**config.mk**
```make
export PLATFORM = sky130hd
export DESIGN_NAME = cfg_frame_loader
export DESIGN_NICKNAME = d
export VERILOG_FILES = /design/src/rtl/cfg_frame_loader.sv
export SDC_FILE = /design/constraint.sdc
export NUM_CORES = 1
export LEC_CHECK = 0
export CAP_MARGIN = 40
export CORE_ASPECT_RATIO = 1.75
export CORE_MARGIN = 10
export CORE_UTILIZATION = 57
export DETAILED_ROUTE_END_ITERATION = 8
export GPL_TIMING_DRIVEN = 0
export MAX_ROUTING_LAYER = met4
export PLACE_DENSITY = 0.84
export SLEW_MARGIN = 10
export SYNTH_ARGS = -nofsm -noshare
export SYNTH_HDL_FRONTEND = slang
export SYNTH_SLANG_ARGS = --single-unit
export TNS_END_PERCENT = 20
```
**constraint.sdc**
```tcl
create_clock -name config_clk -period 2.7 [get_ports config_clk]
set_input_delay 0.27 -clock config_clk [delete_from_list [all_inputs] [get_ports config_clk]]
set_output_delay 0.27 -clock config_clk [all_outputs]
set_load 0.01 [all_outputs]
```
**src/rtl/cfg_frame_loader.sv**
```systemverilog
// Serial configuration frame loader: deserializes {start, index, payload[, parity]} and strobes one LUT tile.
// Optional trailing even-parity bit per frame when CFG_PARITY_EN is defined.
module cfg_frame_loader #(
  parameter int unsigned INPUTS      = 4,
  parameter int unsigned CFG_WIDTH   = 2*2**INPUTS+1,
  parameter int unsigned NUM_TARGETS = 8,
  parameter int unsigned IDX_W       = $clog2(NUM_TARGETS),
  parameter int unsigned COUNT_W     = 8
) (
  input  logic                   config_clk,
  input  logic                   config_rst_n,
  input  logic                   bs_data,
  input  logic                   bs_valid,
  output logic                   bs_ready,
  output logic [CFG_WIDTH-1:0]   config_in,
  output logic [NUM_TARGETS-1:0] config_en,
  output logic                   busy,
  output logic                   err,
  output logic [COUNT_W-1:0]     frame_count
);

  localparam int unsigned CNT_W = $clog2(CFG_WIDTH + 1);

  typedef enum logic [2:0] {
    S_IDLE,
    S_INDEX,
    S_PAYLOAD,
    S_PARITY,
    S_COMMIT
  } state_t;

  state_t               state;
  logic [CNT_W-1:0]     cnt;
  logic [IDX_W-1:0]     idx;
  logic [CFG_WIDTH-1:0] sh;
`ifdef CFG_PARITY_EN
  logic                 par;
`endif

  logic                 accept;
  logic                 idx_ok;
  logic                 commit_go;
  logic                 commit_ok;
  logic [CFG_WIDTH-1:0] sh_next;
  logic [CFG_WIDTH-1:0] commit_data;

  assign bs_ready = (state != S_COMMIT);

  // Detect the final bit of a frame and whether it may be committed.
  always_comb begin
    accept  = bs_valid && bs_ready;
    sh_next = {sh[CFG_WIDTH-2:0], bs_data};
    idx_ok  = (32'(idx) < NUM_TARGETS);
`ifdef CFG_PARITY_EN
    commit_go   = accept && (state == S_PARITY);
    commit_ok   = idx_ok && (par == bs_data);
    commit_data = sh;
`else
    commit_go   = accept && (state == S_PAYLOAD) && (cnt == CNT_W'(CFG_WIDTH - 1));
    commit_ok   = idx_ok;
    commit_data = sh_next;
`endif
  end

  always_ff @(posedge config_clk) begin
    if (!config_rst_n) begin
      state       <= S_IDLE;
      cnt         <= '0;
      idx         <= '0;
      sh          <= '0;
`ifdef CFG_PARITY_EN
      par         <= 1'b0;
`endif
      config_in   <= '0;
      config_en   <= '0;
      busy        <= 1'b0;
      err         <= 1'b0;
      frame_count <= '0;
    end else begin
      config_en <= '0;
      unique case (state)
        S_IDLE: begin
          if (accept && bs_data) begin
            state <= S_INDEX;
            busy  <= 1'b1;
            cnt   <= '0;
`ifdef CFG_PARITY_EN
            par   <= 1'b0;
`endif
          end
        end
        S_INDEX: begin
          if (accept) begin
            idx <= IDX_W'({idx, bs_data});
`ifdef CFG_PARITY_EN
            par <= par ^ bs_data;
`endif
            if (cnt == CNT_W'(IDX_W - 1)) begin
              cnt   <= '0;
              state <= S_PAYLOAD;
            end else begin
              cnt <= cnt + 1'b1;
            end
          end
        end
        S_PAYLOAD: begin
          if (accept) begin
            sh <= sh_next;
`ifdef CFG_PARITY_EN
            par <= par ^ bs_data;
`endif
            if (cnt == CNT_W'(CFG_WIDTH - 1)) begin
              cnt <= '0;
`ifdef CFG_PARITY_EN
              state <= S_PARITY;
`else
              state <= S_COMMIT;
`endif
            end else begin
              cnt <= cnt + 1'b1;
            end
          end
        end
`ifdef CFG_PARITY_EN
        S_PARITY: begin
          if (accept) state <= S_COMMIT;
        end
`endif
        S_COMMIT: begin
          // A non-zero strobe this cycle marks a frame that committed cleanly.
          state <= S_IDLE;
          busy  <= 1'b0;
          if (|config_en) frame_count <= frame_count + 1'b1;
        end
        default: begin
          state <= S_IDLE;
          busy  <= 1'b0;
        end
      endcase

      if (commit_go) begin
        if (commit_ok) begin
          config_en <= NUM_TARGETS'(1) << idx;
          config_in <= commit_data;
        end else begin
          err <= 1'b1;
        end
      end
    end
  end

endmodule

```
; Word level (Yosys, flattened, before mapping)
; Cells that the tools add are included.
[word_totals]
register_bits = 94
in_bits = 4
[classes]
addsub = 2
n_eq_ne = 11
shifts = 1
muxes = 14
bitwise = 1
n_reduce_logical = 15
[ops]
columns = op, count
row1 = two-way mux 6 bit, 5
row2 = one-hot mux 6 bit (3 select lines), 1
row3 = two-way mux 3 bit, 5
row4 = AND reduction 2 bit, 5
row5 = one-hot mux 3 bit (3 select lines), 1
row6 = adder 8 x 1 -> 8 bit (second input constant), 1
row7 = inequality test 2 bit (second input constant), 4
row8 = OR reduction 8 bit, 1
row9 = << shifter 1 x 3 -> 8 bit (first input constant), 1
row10 = adder 6 x 1 -> 6 bit (second input constant), 1
row11 = == test 6 x 2 -> 1 bit (second input constant), 1
row12 = == test 6 bit (second input constant), 1
row13 = AND reduction 5 bit, 1
row14 = logical AND 1 bit, 4
row15 = AND reduction 4 bit, 1
row16 = == test 3 x 1 -> 1 bit (second input constant), 1
row17 = == test 3 x 2 -> 1 bit (second input constant), 1
row18 = == test 3 bit (second input constant), 1
row19 = zero test 3 bit, 1
row20 = inequality test 3 bit (second input constant), 1
row21 = nonzero test 3 bit, 1
row22 = inequality test 2 x 1 -> 1 bit (second input constant), 1
row23 = one-hot mux 1 bit (2 select lines), 1
row24 = OR reduction 2 bit, 1
row25 = 2 further kinds, 2

; Depth between registers and ports, before layout
; Gate-level depths: netlist (run 1).
[depth]
word_depth = 5
depth_mapped = 9
ltp_nobuf = 6

; Worst setup path after synthesis (run 1)
; No wires, ideal clock.
[synth_timing]
kind = register -> register
start = register state[1]
end = register frame_count[7]
t_arrival_ns = 1.556
path_slack_ns = 1.029
stages_incl_launch_ff = 6
n_path_buf = 0
period_less_slack_ns = 1.671
path_cell_list = dfxtp_1 > or3b_2 > a21oi_2 > nand4_1 > xnor2_1 > and2_1
[synth_via]
elab_chain_cells = 2
[synth_rtl]
columns = item, line_no
row1 = "start, declared", 32  ; state_t state;
row2 = "start signal, assigned", 67  ; state <= S_IDLE;
row3 = "start signal, assigned", 84  ; state <= S_INDEX;
row4 = "start signal, assigned", 100  ; state <= S_PAYLOAD;
row5 = == test 3 bit, 81  ; unique case (state)
row6 = AND reduction 2 bit (no line), --
row7 = "end signal, assigned", 133  ; if (|config_en) frame_count <= frame_count + 1'b1;
row8 = "end, declared", 19  ; output logic [COUNT_W-1:0] frame_count
; No other way between the ends.
; A chain may end at the register's enable or synchronous reset.

; Worst setup path after layout (run 1)
[layout_timing]
start = register state[2]
end = output port bs_ready
[layout_via]
elab_chain_cells = 1
[layout_rtl]
columns = item, line_no
row1 = inequality test 3 bit, 47  ; assign bs_ready = (state != S_COMMIT);
row2 = "end, declared", 14  ; output logic bs_ready,
; No other way between the ends.

==> metrics.md, run 1 <==
| Metric | Value |
|---|---|
| Outcome | completed |
| Period utilization | 0.756 |
| Top Ports | 56 |
| Worst skew pair latency | 370 ps |
| Vias in the first global route | 2,772 |
| Synth Instances | 366 |
| All-layer global routing usage | 0.171 |
| RSZ-0062 raised after global routing | false |
| Setup TNS | 0 ps |
| Total Power | 0.00246 W |
| # diodes | 0 |
| H-tree lvl count | 3 |
| Pins Over Slew Limit | 0 |
| Crit Path Category | register to output pin |
| Sink of the worst hold path | cnt[3]$_SDFFE_PN0P_ |
| Worst-margin pin slew | 770 ps |
| CTS sink count | 94 |
| Cell Area, Synth | 3510 um2 |
| Final GP Congestion | 0.881 |
| Row cnt | 37 |
| Antenna violations before repair | 0 |
| Fmax | 490 MHz |
| Worst Path Arrival | 1770 ps |
| Post-synth EDFFs | 0 |
| Final setup violation count | 0 |
| CTS root buf | clkbuf_8 |
| Core Box Area | 5930 um2 |
| DR pass1 iterations | 4 |
| Tmin final | 2040 ps |
| Seq/Total Area, Yosys | 0.536 |
| DRC viols | 0 |
| Die extent in x | 79.3 um |
| Hold path start | config_rst_n |
| Rel. slew slack | 0.484 |
| Sw frac | 0.214 |
| Yosys warnings | 0 |
| Starting DRT DRC Count | 159 |
| Worst Skew | 7.55 ps |
| WL final | 7680 um |
| Synthesized flop and latch total | 94 |
| Post-synthesis net count | 374 |
| Max cap viols | 0 |
| Clock buffer count from CTS | 9 |
| Max FO, Critical Path | 5 |
| FF-to-FF path depth | 6 |
| Hold buffers post-CTS | 0 |
| Non-Filler Instances | 513 |
| Critical path required time | 2430 ps |
| Chip height | 124 um |
| Initial Util | 0.592 |
| Via/cell ratio | 5.39 |
| CTS tree | built |
| Placed Cells | 497 |
| Distinct cells, synth | 42 |
| Hold Path Class | input pin to register |
| Reg2reg end | cnt[2]$_SDFFE_PN0P_ |
| Clock transition at path regs | 90 ps |
| Yosys top cell by area | dfxtp_1 |
| Clock power share | 0.404 |
| Clock buffer depth | 2 |
| Main synth FF type | dfxtp_1 |
| IO Port Bufs | 53 |
| VDD IR-drop max | 0.412 mV |
| Post-DR wirelength/cell | 15.0 um |
| P_leak | 1.56 nW |
| Reg power frac | 0.566 |
| Setup crit start kind | register |
| PwrDens | 565 nW/um2 |
| Top post-synthesis cells by area | dfxtp_1 (54%), nand2_1 (8.4%), a21boi_0 (8.1%), a22o_1 (8.0%), ha_1 (1.4%) |
| Power Internal | 0.00193 W |
| Post-DP HPWL | 5800 um |
| Synth top area share | 0.536 |
| Flop2flop setup slack | 750 ps |
| Nets | 438 |
| Asr flop ratio synth | 0 |
| PostCTS Resize Cnt | 0 |
| Vias | 2,764 |
| Min-Delay Path Depth | 3 |
| Hold violation count in the final report | 0 |
| Global route total overflow | 0 |
| Comb power frac | 0.030 |
| First-pass GRT wire length | 13,000 um |
| Syn-to-layout area delta | 23.9% |
| Worst R2R Start | cnt[0]$_SDFFE_PN0P_ |
| CP Capture Type | output pin |
| Switch Pwr | 0.000526 W |
| Antenna-violating nets left | 0 |
| Setup bufs post-CTS | 0 |
| Layout cell share with drive strength beyond 1 | 0.0759 |
| Die ar. | 9820 um2 |
| Largest net degree at the start of global routing | 16 |
| Mean Syn Cell Area | 9.59 um2 |
## layer usage
layer,global-route usage,share of wire
met1,0.170,0.40
met5,-,0
met2,0.302,0.53
met4,0.0709,0.017
met3,0.0534,0.050
## power groups by stage
stage               Combinational, W  Clock, W  Sequential, W
floorplan                  0.0000498         0        0.00143
global placement           0.0000715         0        0.00143
detailed placement         0.0000735         0        0.00143
CTS                        0.0000733   0.00101        0.00139
global route               0.0000811   0.00106        0.00139
finish                     0.0000732  0.000994        0.00139
## registers in the layout, summed over array words and instances, names as in the netlist
name         cells
config_in       33
config_en        8
sh              32
cnt              6
busy             1
state            3
idx              3
frame_count      8
## cell usage after synthesis, types with 2 or more instances
| cell type | count |
|---|---|
| dfxtp_1 | 94 |
| nand2_1 | 79 |
| a21boi_0 | 38 |
| a22o_1 | 32 |
| clkbuf_1 | 11 |
| nand3_1 | 9 |
| buf_2 | 8 |
| nor2_1 | 8 |
| and3_1 | 7 |
| nor3_1 | 7 |
| o21ai_0 | 7 |
| and2_1 | 6 |
| nand2b_1 | 6 |
| nand4_1 | 5 |
| nor2b_1 | 5 |
| ha_1 | 4 |
| nor4_1 | 4 |
| xnor2_1 | 4 |
| buf_6 | 3 |
| inv_1 | 3 |
| xor2_1 | 3 |
| a21oi_1 | 2 |
| o32ai_1 | 2 |
## critical path, cell delays in order (launching register included)
cell and delay, ps:
dfxtp_1 400, or3b_2 490, clkdlybuf4s50_1 510
## placed cells by master (no fill, tap or decap), types with 2 or more instances in the layout
master	count
a21boi_0	38
a21oi_1	2
a22o_1	32
and2_1	6
and3_1	7
buf_2	8
buf_6	3
bufinv_16	2
clkbuf_1	11
clkbuf_8	9
clkdlybuf4s50_1	53
clkinv_2	4
dfxtp_1	94
ha_1	4
inv_1	3
nand2_1	79
nand2b_1	6
nand3_1	9
nand4_1	5
nor2_1	8
nor2b_1	5
nor3_1	7
nor4_1	4
o21ai_0	7
o32ai_1	2
xnor2_1	4
xor2_1	3
## layout make-up
type / count / area, um2
Clock inverter: 7 / 88.8
Buffer: 24 / 128
Multi-Input combinational cell: 244 / 1490
Inverter: 4 / 15.0
Sequential cell: 94 / 1880
Timing Repair Buffer: 53 / 531
Tap cell: 78 / 97.6
Fill cell: 453 / 1570
Clock buffer: 9 / 124
## how the worst max path moves through the flow
stage                                     start                     endpoint  slack, ps  depth (start not counted)
after CTS                 state[2]$_SDFFE_PN0P_                     bs_ready        650                          2
after floorplan           state[1]$_SDFFE_PN0P_  frame_count[7]$_SDFFE_PN0P_       1030                          5
after global placement                 bs_valid    config_in[4]$_SDFFE_PN0P_        410                          9
final                     state[2]$_SDFFE_PN0P_                     bs_ready        660                          2
after detailed placement               bs_valid   config_in[27]$_SDFFE_PN0P_        370                          9
after global routing                   bs_valid          cnt[3]$_SDFFE_PN0P_        580                          7
## through the flow
stage                     hold WS [ps]  area (um2)  setup slack [ps]  utilization
after floorplan                    395        3510              1030            -
after global routing               300        4350               580        0.734
final                              281        4350               660        0.734
after global placement             457        4140               411        0.698
after detailed placement           462        4140               371        0.698
after CTS                          268        4350               649        0.734
## kinds of logic after synthesis
group                    count (synthesis)  synth area share
flip-flops                              94             0.536
AO/OA/AOI/OAI                           89             0.196
XOR/XNOR                                 7            0.0175
other                                    1           0.00107
multiplexers                             1           0.00285
AND/OR/NAND/NOR                        142             0.191
adder cells (fa/ha/maj)                  4            0.0143
buffers and inverters                   28            0.0406
Note: power is estimated with default switching activity, not from simulation.
==> inputs of run 2 (changes only) <==
--- a/config.mk
+++ b/config.mk
@@ -8,11 +8,11 @@
 export CAP_MARGIN = 40
 export CORE_ASPECT_RATIO = 1.75
 export CORE_MARGIN = 10
-export CORE_UTILIZATION = 57
+export CORE_UTILIZATION = 53
 export DETAILED_ROUTE_END_ITERATION = 8
 export GPL_TIMING_DRIVEN = 0
 export MAX_ROUTING_LAYER = met4
-export PLACE_DENSITY = 0.84
+export PLACE_DENSITY = 0.79
 export SLEW_MARGIN = 10
 export SYNTH_ARGS = -nofsm -noshare
 export SYNTH_HDL_FRONTEND = slang
==> constraint.sdc (replaced) <==
create_clock -name config_clk -period 2.1 [get_ports config_clk]
set_input_delay 0.21 -clock config_clk [delete_from_list [all_inputs] [get_ports config_clk]]
set_output_delay 0.21 -clock config_clk [all_outputs]
set_load 0.01 [all_outputs]
==> run 2 against run 1 <==
- cell area increased by 2.3%
- worst hold slack got worse by 16 ps
- first-iteration DRC count decreased by 13%
- critical path depth increased by 7
- clock power increased by 50%
==> metrics.md, run 2 (synthesized netlist as in run 1, its figures left out) <==
| Metric | Value |
|---|---|
| Clock buffer count from CTS | 9 |
| Die extent in x | 81.5 um |
| Post-DP Area | 4140 um2 |
| Critical path required time | 2330 ps |
| # diodes | 0 |
| CP Capture Type | register |
| VDD IR-drop max | 0.535 mV |
| Antenna violations before repair | 0 |
| Vias in the first global route | 2,763 |
| First-pass GRT wire length | 12,600 um |
| Post-DP HPWL | 5560 um |
| Clock buffer depth | 2 |
| Final Util | 0.686 |
| DRC viols | 0 |
| Global route total overflow | 0 |
| Reg power frac | 0.531 |
| Slowest CP cell | clkdlybuf4s50_1 |
| Final Cell Area | 4450 um2 |
| Hold Path Class | input pin to register |
| Tmin final | 1960 ps |
| Chip height | 128 um |
| CTS sink count | 94 |
| Worst skew pair latency | 340 ps |
| Ordered cell list for the critical path | clkdlybuf4s50_1, nand2b_1, buf_2, nor3_4, nand2_1, and2_1, buf_2, buf_6, a22o_1 |
| Setup crit start kind | input pin |
| Via/cell ratio | 5.40 |
| Largest Register | config_in |
| CTS tree | built |
| DR pass1 iterations | 4 |
| Vias | 2,809 |
| Most common cell after layout, fill and taps aside | dfxtp_1 |
| Switch Pwr | 0.000693 W |
| Max FO, Critical Path | 10 |
| All-layer global routing usage | 0.156 |
| Largest registers | config_in: 33 flops, sh: 32 flops |
| Max incr delay on CP | 580 ps |
| Largest net degree at the start of global routing | 15 |
| Setup TNS | 0 ps |
| Row cnt | 39 |
| Top Ports | 56 |
| Most frequent cells in the layout | dfxtp_1 (94), nand2_1 (79), clkdlybuf4s50_1 (53) |
| Worst setup path start | bs_valid |
| H-tree lvl count | 3 |
| P_leak | 1.60 nW |
| Clock power share | 0.441 |
| Worst-margin pin slew | 770 ps |
| Antenna-violating nets left | 0 |
| Period utilization | 0.935 |
| IO Port Bufs | 53 |
| CTS root buf | clkbuf_16 |
| Worst Path Arrival | 2190 ps |
| Rel. slew slack | 0.484 |
| WL final | 7560 um |
| Setup bufs post-CTS | 0 |
| Final GP Congestion | 0.840 |
| Worst R2R Start | cnt[0]$_SDFFE_PN0P_ |
| Post-DR wirelength/cell | 14.5 um |
| CP top delay family | buffers and inverters |
| Hold violation count in the final report | 0 |
| Fmax | 509 MHz |
| Worst Skew | 4.72 ps |
| Initial Util | 0.541 |
| PostCTS Resize Cnt | 0 |
| Crit Path Category | input pin to register |
| Sw frac | 0.205 |
| Max reg flops | 33 |
| Most common cell on crit path | buf_2 |
| Starting DRT DRC Count | 139 |
| Layout cell share with drive strength beyond 1 | 0.0799 |
| Outcome | completed |
| Hold path start | config_rst_n |
| Max cap viols | 0 |
| Crit path buffers/inverters | 4 |
| Die ar. | 10,400 um2 |
| Pins Over Slew Limit | 0 |
| Power Internal | 0.00268 W |
| Core Box Area | 6490 um2 |
| Hold buffers post-CTS | 0 |
| Final setup violation count | 0 |
| Comb power frac | 0.028 |
| Nets | 442 |
| Clock transition at path regs | 60 ps |
| PwrDens | 759 nW/um2 |
| Syn-to-layout area delta | 26.8% |
==> run 2: cell count changes in the layout (fill, tap and decap cells not counted), sizes merged <==
| cell | before | now |
|---|---|---|
| buf | 12 | 16 |
| clkinv | 5 | 1 |
| clkbuf | 21 | 24 |
| bufinv | 2 | 0 |
| clkinvlp | 0 | 2 |
==> run 2: layout make-up <==
cell class / instances / area (um2)
plain buffers: 24 / 128
inverters: 4 / 15.0
flip-flops and latches: 94 / 1880
multi-input cells: 244 / 1490
fillers: 495 / 2040
repair buffers: 57 / 561
clock buffers: 12 / 256
clock inverters: 3 / 20.0
well taps: 82 / 103
==> run 2: power by group through the flow <==
stage	sequential [W]	combinational [W]	clock, W
finish	0.00179	0.0000943	0.00149
global route	0.00179	0.000104	0.00158
CTS	0.00179	0.0000948	0.00152
detailed placement	0.00183	0.0000941	0
global placement	0.00183	0.0000920	0
floorplan	0.00183	0.0000640	0
==> run 2: metrics by stage <==
stage	power [W]	instances	hold slack (ps)	setup slack (ps)
6_report	0.00338	520	265	136
5_1_grt	0.00348	520	304	-8.02
4_1_cts	0.00340	516	258	118
3_5_place_dp	0.00193	501	466	-234
3_3_place_gp	0.00192	501	450	-180
2_1_floorplan	0.00190	366	335	429
==> run 2: worst min-delay path, cell delays in order <==
cell and delay, ps:
buf_2 160, nand2_1 110, o21ai_0 70
==> run 2: routing by layer <==
metal | wire (um) | up-vias | GRT usage
met5 | 0 | - | -
met4 | 148 | 0 | 0.0829
met3 | 383 | 12 | 0.0351
met2 | 4030 | 62 | 0.262
met1 | 2990 | 1327 | 0.163
li1 | - | 1408 | -
==> run 2: final timing paths <==
kind                                end  slack [ps]  cells after the start
max          config_in[10]$_SDFFE_PN0P_         140                      9
min                 cnt[3]$_SDFFE_PN0P_         270                      3
max reg2reg         cnt[4]$_SDFFE_PN0P_         190                      6
min reg2reg  config_in[23]$_SDFFE_PN0P_         470                      1
==> inputs of run 3 (changes only) <==
--- a/config.mk
+++ b/config.mk
@@ -9,10 +9,11 @@
 export CORE_ASPECT_RATIO = 1.75
 export CORE_MARGIN = 10
 export CORE_UTILIZATION = 53
+export CTS_CLUSTER_DIAMETER = 120
 export DETAILED_ROUTE_END_ITERATION = 8
 export GPL_TIMING_DRIVEN = 0
 export MAX_ROUTING_LAYER = met4
-export PLACE_DENSITY = 0.79
+export PLACE_DENSITY = 0.83
 export SLEW_MARGIN = 10
 export SYNTH_ARGS = -nofsm -noshare
 export SYNTH_HDL_FRONTEND = slang
==> run 3 against run 2 <==
- critical path depth is 7 lower
- cell area is 0.51% lower
- fmax increased by 0.15%
- largest cell class unchanged
- non-clock buffer count fell by 4
- wire length shrank 1.5%
- count of clock-buffer cells in the layout increased by 1
- register-to-register slack hardly changed
- clock power about the same
==> metrics.md, run 3 (synthesized netlist as in run 1, its figures left out) <==
| Metric | Value |
|---|---|
| Outcome | completed |
| Post-DR wirelength/cell | 14.4 um |
| Worst Path Arrival | 1750 ps |
| Layout cell share with drive strength beyond 1 | 0.0736 |
| H-tree lvl count | 3 |
| Worst setup path start | state[1]$_SDFFE_PN0P_ |
| Tmin final | 1960 ps |
| Clock transition at path regs | 60 ps |
| Antenna-violating nets left | 0 |
| Critical path required time | 1890 ps |
| Initial Util | 0.541 |
| Nets | 438 |
| Die extent in x | 81.5 um |
| DRC viols | 0 |
| Hold path start | config_rst_n |
| CTS root buf | clkbuf_16 |
| Hold Path Class | input pin to register |
| CTS tree | built |
| Most common cell after layout, fill and taps aside | dfxtp_1 |
| Setup crit start kind | register |
| Top Ports | 56 |
| WL final | 7440 um |
| Max FO, Critical Path | 8 |
| # diodes | 0 |
| IO Port Bufs | 53 |
| DR pass1 iterations | 4 |
| Hold buffers post-CTS | 0 |
| Largest registers | config_in: 33 flops, sh: 32 flops |
| Chip height | 128 um |
| Max reg flops | 33 |
| Core Box Area | 6490 um2 |
| Total Power | 0.00339 W |
| Post-DP HPWL | 5550 um |
| Final GP Congestion | 0.885 |
| Min-Delay Path Depth | 3 |
| Minimum hold slack | 271 ps |
| Worst-margin pin slew | 680 ps |
| Via/cell ratio | 5.30 |
| First-pass GRT wire length | 12,700 um |
| Rel. slew slack | 0.545 |
| Worst R2R Start | cnt[0]$_SDFFE_PN0P_ |
| VDD IR-drop max | 0.612 mV |
| Final Cell Area | 4430 um2 |
| FF-to-FF path depth | 6 |
| RSZ-0062 raised after global routing | false |
| Vias | 2,742 |
| Syn-to-layout area delta | 26.1% |
| Antenna violations before repair | 0 |
| Fmax | 510 MHz |
| Clock buffer depth | 2 |
| Largest Register | config_in |
| Period utilization | 0.934 |
| Starting DRT DRC Count | 176 |
| Final setup violation count | 0 |
| Pins Over Slew Limit | 0 |
| Crit Path Category | register to output pin |
| Setup TNS | 0 ps |
| Sink of the worst hold path | cnt[3]$_SDFFE_PN0P_ |
| All-layer global routing usage | 0.157 |
| Die ar. | 10,400 um2 |
| Most frequent cells in the layout | dfxtp_1 (94), nand2_1 (79), clkdlybuf4s50_1 (53) |
| CP Capture Type | output pin |
| P_leak | 1.59 nW |
| Max cap viols | 0 |
| Global route total overflow | 0 |
| Worst Skew | 6.51 ps |
| Final Util | 0.682 |
| Largest net degree at the start of global routing | 15 |
| Row cnt | 39 |
| Hold violation count in the final report | 0 |
| Clock buffer count from CTS | 9 |
| PwrDens | 765 nW/um2 |
| FILL cells | 497 |
| Vias in the first global route | 2,802 |
| Reg2reg end | cnt[4]$_SDFFE_PN0P_ |
| Flop2flop setup slack | 200 ps |
| Worst skew pair latency | 340 ps |
| Post-DP Area | 4140 um2 |
| CTS sink count | 94 |
==> run 3: worst max path at each step <==
| stage | end | slack [ps] | depth (start not counted) |
|---|---|---|---|
| global route | config_in[5]$_SDFFE_PN0P_ | 40 | 9 |
| CTS | bs_ready | 130 | 2 |
| finish | bs_ready | 140 | 2 |
| detailed placement | config_in[3]$_SDFFE_PN0P_ | -120 | 9 |
| global placement | config_in[5]$_SDFFE_PN0P_ | -120 | 9 |
| floorplan | frame_count[7]$_SDFFE_PN0P_ | 430 | 5 |
==> run 3: where the power goes <==
| part | switching, W | internal (W) |
|---|---|---|
| combinational | 0.0000548 | 0.0000393 |
| clock | 0.000636 | 0.000865 |
| sequential | 0.00000491 | 0.00179 |
==> run 3: timing repair <==
item                       4_1_cts  5_1_grt
gates resized for setup          0        1
setup buffers                    0        0
setup endpoints to repair        0        1
==> run 3: area by class of cell <==
class	instances	area, um2	share of cell area
Buffer	24	128	0.0288
Clock buffer	13	260	0.0588
Clock inverter	3	18.8	0.00424
Inverter	4	15.0	0.00339
Multi-Input combinational cell	244	1490	0.337
Sequential cell	94	1880	0.425
Tap cell	82	103	0.0232
Timing Repair Buffer	53	531	0.120
==> run 3: layer usage <==
layer / share of wire / GRT usage / vias to the layer above
met4: 0.017 / 0.0737 / 0
met5: 0 / - / -
met3: 0.054 / 0.0442 / 13
met1: 0.40 / 0.159 / 1282
met2: 0.53 / 0.269 / 50
li1: - / - / 1397
==> run 3: critical path, cell delays in order (launching register included) <==
cell,delay [ps]
dfxtp_1,380
or3b_2,510
clkdlybuf4s50_1,510
==> run 3: per-stage QoR <==
stage	setup slack [ps]	std cells
2_1_floorplan	429	366
3_3_place_gp	-123	501
3_5_place_dp	-121	501
4_1_cts	132	517
5_1_grt	43.9	517
6_report	138	517
==> variant 1: new RTL, settings of run 2 <==
One comparison of `cnt` changes from == to >=.
--- a/src/rtl/cfg_frame_loader.sv
+++ b/src/rtl/cfg_frame_loader.sv
@@ -109,7 +109,7 @@
 `ifdef CFG_PARITY_EN
             par <= par ^ bs_data;
 `endif
-            if (cnt == CNT_W'(CFG_WIDTH - 1)) begin
+            if (cnt >= CNT_W'(CFG_WIDTH - 1)) begin
               cnt <= '0;
 `ifdef CFG_PARITY_EN
               state <= S_PARITY;
Behaviour: same outputs for any inputs over 10 cycles, from zero or initial values and one cycle with config_rst_n low; that may be too few to reach the edited logic, so the function may still have changed.
==> variant 1 against run 2 <==
- synthesized area increased by 9.8%
- design area increased by 7.7%
- wire length increased by 10%
- power increased by 3.7%
- worst setup slack got worse by 31 ps
- sequential cell count unchanged
- synthesized cell count increased by 21%
- combinational power increased by 29%
- highest routed layer unchanged
==> variant 1: results <==
{
  "status": "finished clean",
  "crit_start": "state[1]",
  "io_buffers": 54,
  "synth_cell_types": 46,
  "syn-num-nets": 451,
  "grtUsageTotal": 0.1551,
  "finalClockSkew_ps": 7.630,
  "min_path_type": "flip-flop to flip-flop",
  "synth_fa_ha_area_frac": 0.01298,
  "drive_above_1_share": 0.06433,
  "peakVddDrop_uv": 674.1,
  "vias": 3166,
  "relSlewSlack": 0.5363,
  "p_leak_uw": 0.001636,
  "wirelength_um": 8317,
  "fin_nets": 516,
  "syn_area_per_cell_um2": 8.702,
  "yosys-top-cells-count": "nand2_1, dfxtp_1, a21boi_1, clkbuf_1, a21boi_0",
  "routabilityCongestion": 0.7942,
  "worst_hold_startpoint": "config_in[9]",
  "grt_pass1_wl_um": 14540,
  "synth_compound_area_frac": 0.1814,
  "yosys-mux-area-fraction": 0.01558,
  "placedCellCount": 583,
  "slowest_delay_ps": 470,
  "cp.arrival_ps": 1790
}
==> variant 1: area by class of cell <==
type | count | area (µm²)
clock buffer | 11 | 232.7
timing repair buffer | 54 | 540.5
buffer | 29 | 157.7
sequential | 94 | 1882
inverter | 7 | 26.28
fill | 593 | 2336
tap | 86 | 107.6
multi-input combinational | 313 | 1789
clock inverter | 5 | 58.81
==> variant 1: per-layer routing <==
layer,share of wire,track usage
met1,0.41,0.1615
met2,0.53,0.2721
met3,0.043,0.03626
met4,0.016,0.06342
met5,0,-
==> variant 1: cell families after synthesis <==
kind of cell,Yosys count
compound gates,91
xor+xnor,5
fa+ha+maj,4
buf+inv,36
flops,94
mux,6
other cells,1
simple gates,206
==> variant 1: power breakdown <==
part / switching [µW] / internal [µW] / leakage, µW
combinational: 70.8 / 51.6 / 0.000743
sequential: 3.59 / 1790 / 0.000757
clock: 664 / 925 / 0.000136
==> variant 1: final timing paths <==
kind | endpoint | slack [ps] | cells past startpoint
setup / recovery | bs_ready | 100 | 4
hold / removal | config_in[9] | 450 | 2
setup reg to reg | cnt[2] | 310 | 6
hold reg to reg | config_in[9] | 450 | 2
==> variant 1: critical path: cells and delay by family, from the launching register on <==
kind	cells	cell delay (ps)
buffers and inverters	3	770
DFF	1	290
and+or+nand+nor	1	380
==> variant 1: per-stage QoR <==
step | worst slack (ps) | utilization | instance area, µm² | total power (µW) | hold WS (ps)
2_1_floorplan | 588.1 | - | 3855 | 1915 | 337.4
3_3_place_gp | -11.95 | 0.6315 | 4503 | 1950 | 442.4
3_5_place_dp | -1.348 | 0.6315 | 4503 | 1953 | 447.0
4_1_cts | 87.42 | 0.6724 | 4795 | 3535 | 455.7
5_1_grt | 68.80 | 0.6724 | 4795 | 3608 | 471.9
6_report | 104.2 | 0.6724 | 4795 | 3503 | 452.5
==> variant 2: new RTL, config.mk and constraints of run 2 <==
Without the edit above. Add a define of `CFG_PARITY_EN`.
--- a/src/rtl/cfg_frame_loader.sv
+++ b/src/rtl/cfg_frame_loader.sv
@@ -1,5 +1,7 @@
 // Serial configuration frame loader: deserializes {start, index, payload[, parity]} and strobes one LUT tile.
 // Optional trailing even-parity bit per frame when CFG_PARITY_EN is defined.
+`define CFG_PARITY_EN
+
 module cfg_frame_loader #(
   parameter int unsigned INPUTS      = 4,
   parameter int unsigned CFG_WIDTH   = 2*2**INPUTS+1,
Function: no difference found for any inputs over 10 cycles, from zero or initial values and one cycle with config_rst_n low; that may be too few to reach the edited logic, so the function may still have changed.
==> variant 2 against run 2 <==
- sequential power is 3% higher
- die area is 3.2% higher
- core utilization is 1.9 points lower
- worst setup slack better by 38 ps
- sequential cell count is 3 higher
- critical path depth is 6 lower
- register-to-register slack better by 50 ps
- cell count is 16% higher
- synthesized area is 4.0% higher
- power is 1.3% lower
- first-iteration DRC count is 14% higher
- wire length is 7.6% higher
- design area is 2.0% higher
- combinational power is 15% lower
==> variant 2: results <==
{
  "synthCells": 451,
  "detailed_place_hpwl_um": 6072,
  "fin_total_pwr_uw": 3334,
  "seqPwrFrac": 0.554,
  "fin_crit_sh": 0.9176,
  "vias": 3190,
  "p_comb_uw": 80.0,
  "grt_start_max_net_pins": 14,
  "syn-num-nets": 459,
  "grt_pass1_vias": 3070,
  "synth_seq_area_share": 0.5319,
  "status": "finished clean",
  "yosys-top-cells-area": "dfxtp_1, nand2_1, a21oi_1",
  "crit_start": "state[2]",
  "yosys-mux-area-fraction": 0.01097,
  "use_met1": 0.1732,
  "grtUsageTotal": 0.1651,
  "peakVddDrop_uv": 580.5,
  "relSlewSlack": 0.5036,
  "hold_ws_ps": 270.6,
  "slowest_delay_ps": 490,
  "vias_per_cell": 5.299,
  "synth_compound_area_frac": 0.1525,
  "placedCellCount": 588,
  "finalClockSkew_ps": 4.595,
  "fin_nets": 523,
  "routabilityCongestion": 0.8435,
  "crit_fanout": 6,
  "hold-path-endpoint": "err",
  "critPathCapture": "bs_ready",
  "synth-xor-area-share": 0.01439,
  "whs_path_depth": 2,
  "drive_above_1_share": 0.04826,
  "synth_fa_ha_area_frac": 0.01371,
  "first_iter_violations": 159,
  "dp_slack_ps": -111.0,
  "grt_pass1_wl_um": 13780,
  "rrSetupSlack_ps": 240,
  "fillCellCount": 580,
  "grt_use_met3": 0.05028,
  "p_switching_uw": 679.0,
  "synth_cell_types": 40,
  "use_met2": 0.2742
}
[variant 2: cell count changes in the layout (fill, tap and decap cells not counted), moves of 5 or more]
cell             run 2  this run
a21boi_0            38         0
a21oi_1              2        70
a22o_1              32         0
buf_4                5         0
clkbuf_1            12        22
nand2_1             79       147
nor2_1               8        20
or3_1                1         6
[variant 2: layer usage]
| layer | up-vias | wire [µm] |
|---|---|---|
| met1 | 1486 | 3262 |
| met4 | 0 | 123 |
| met2 | 66 | 4272 |
| met5 | - | 0 |
| li1 | 1628 | - |
| met3 | 10 | 471 |
[variant 2: cell type report]
class | instances | area (µm²) | share of cell area
Buffer | 28 | 116.4 | 0.02564
Clock buffer | 13 | 240.2 | 0.05294
Clock inverter | 1 | 5.005 | 0.001103
Inverter | 7 | 26.28 | 0.005790
Multi-Input combinational cell | 319 | 1573 | 0.3466
Sequential cell | 97 | 1942 | 0.4279
Tap cell | 84 | 105.1 | 0.02316
Timing Repair Buffer | 53 | 530.5 | 0.1169
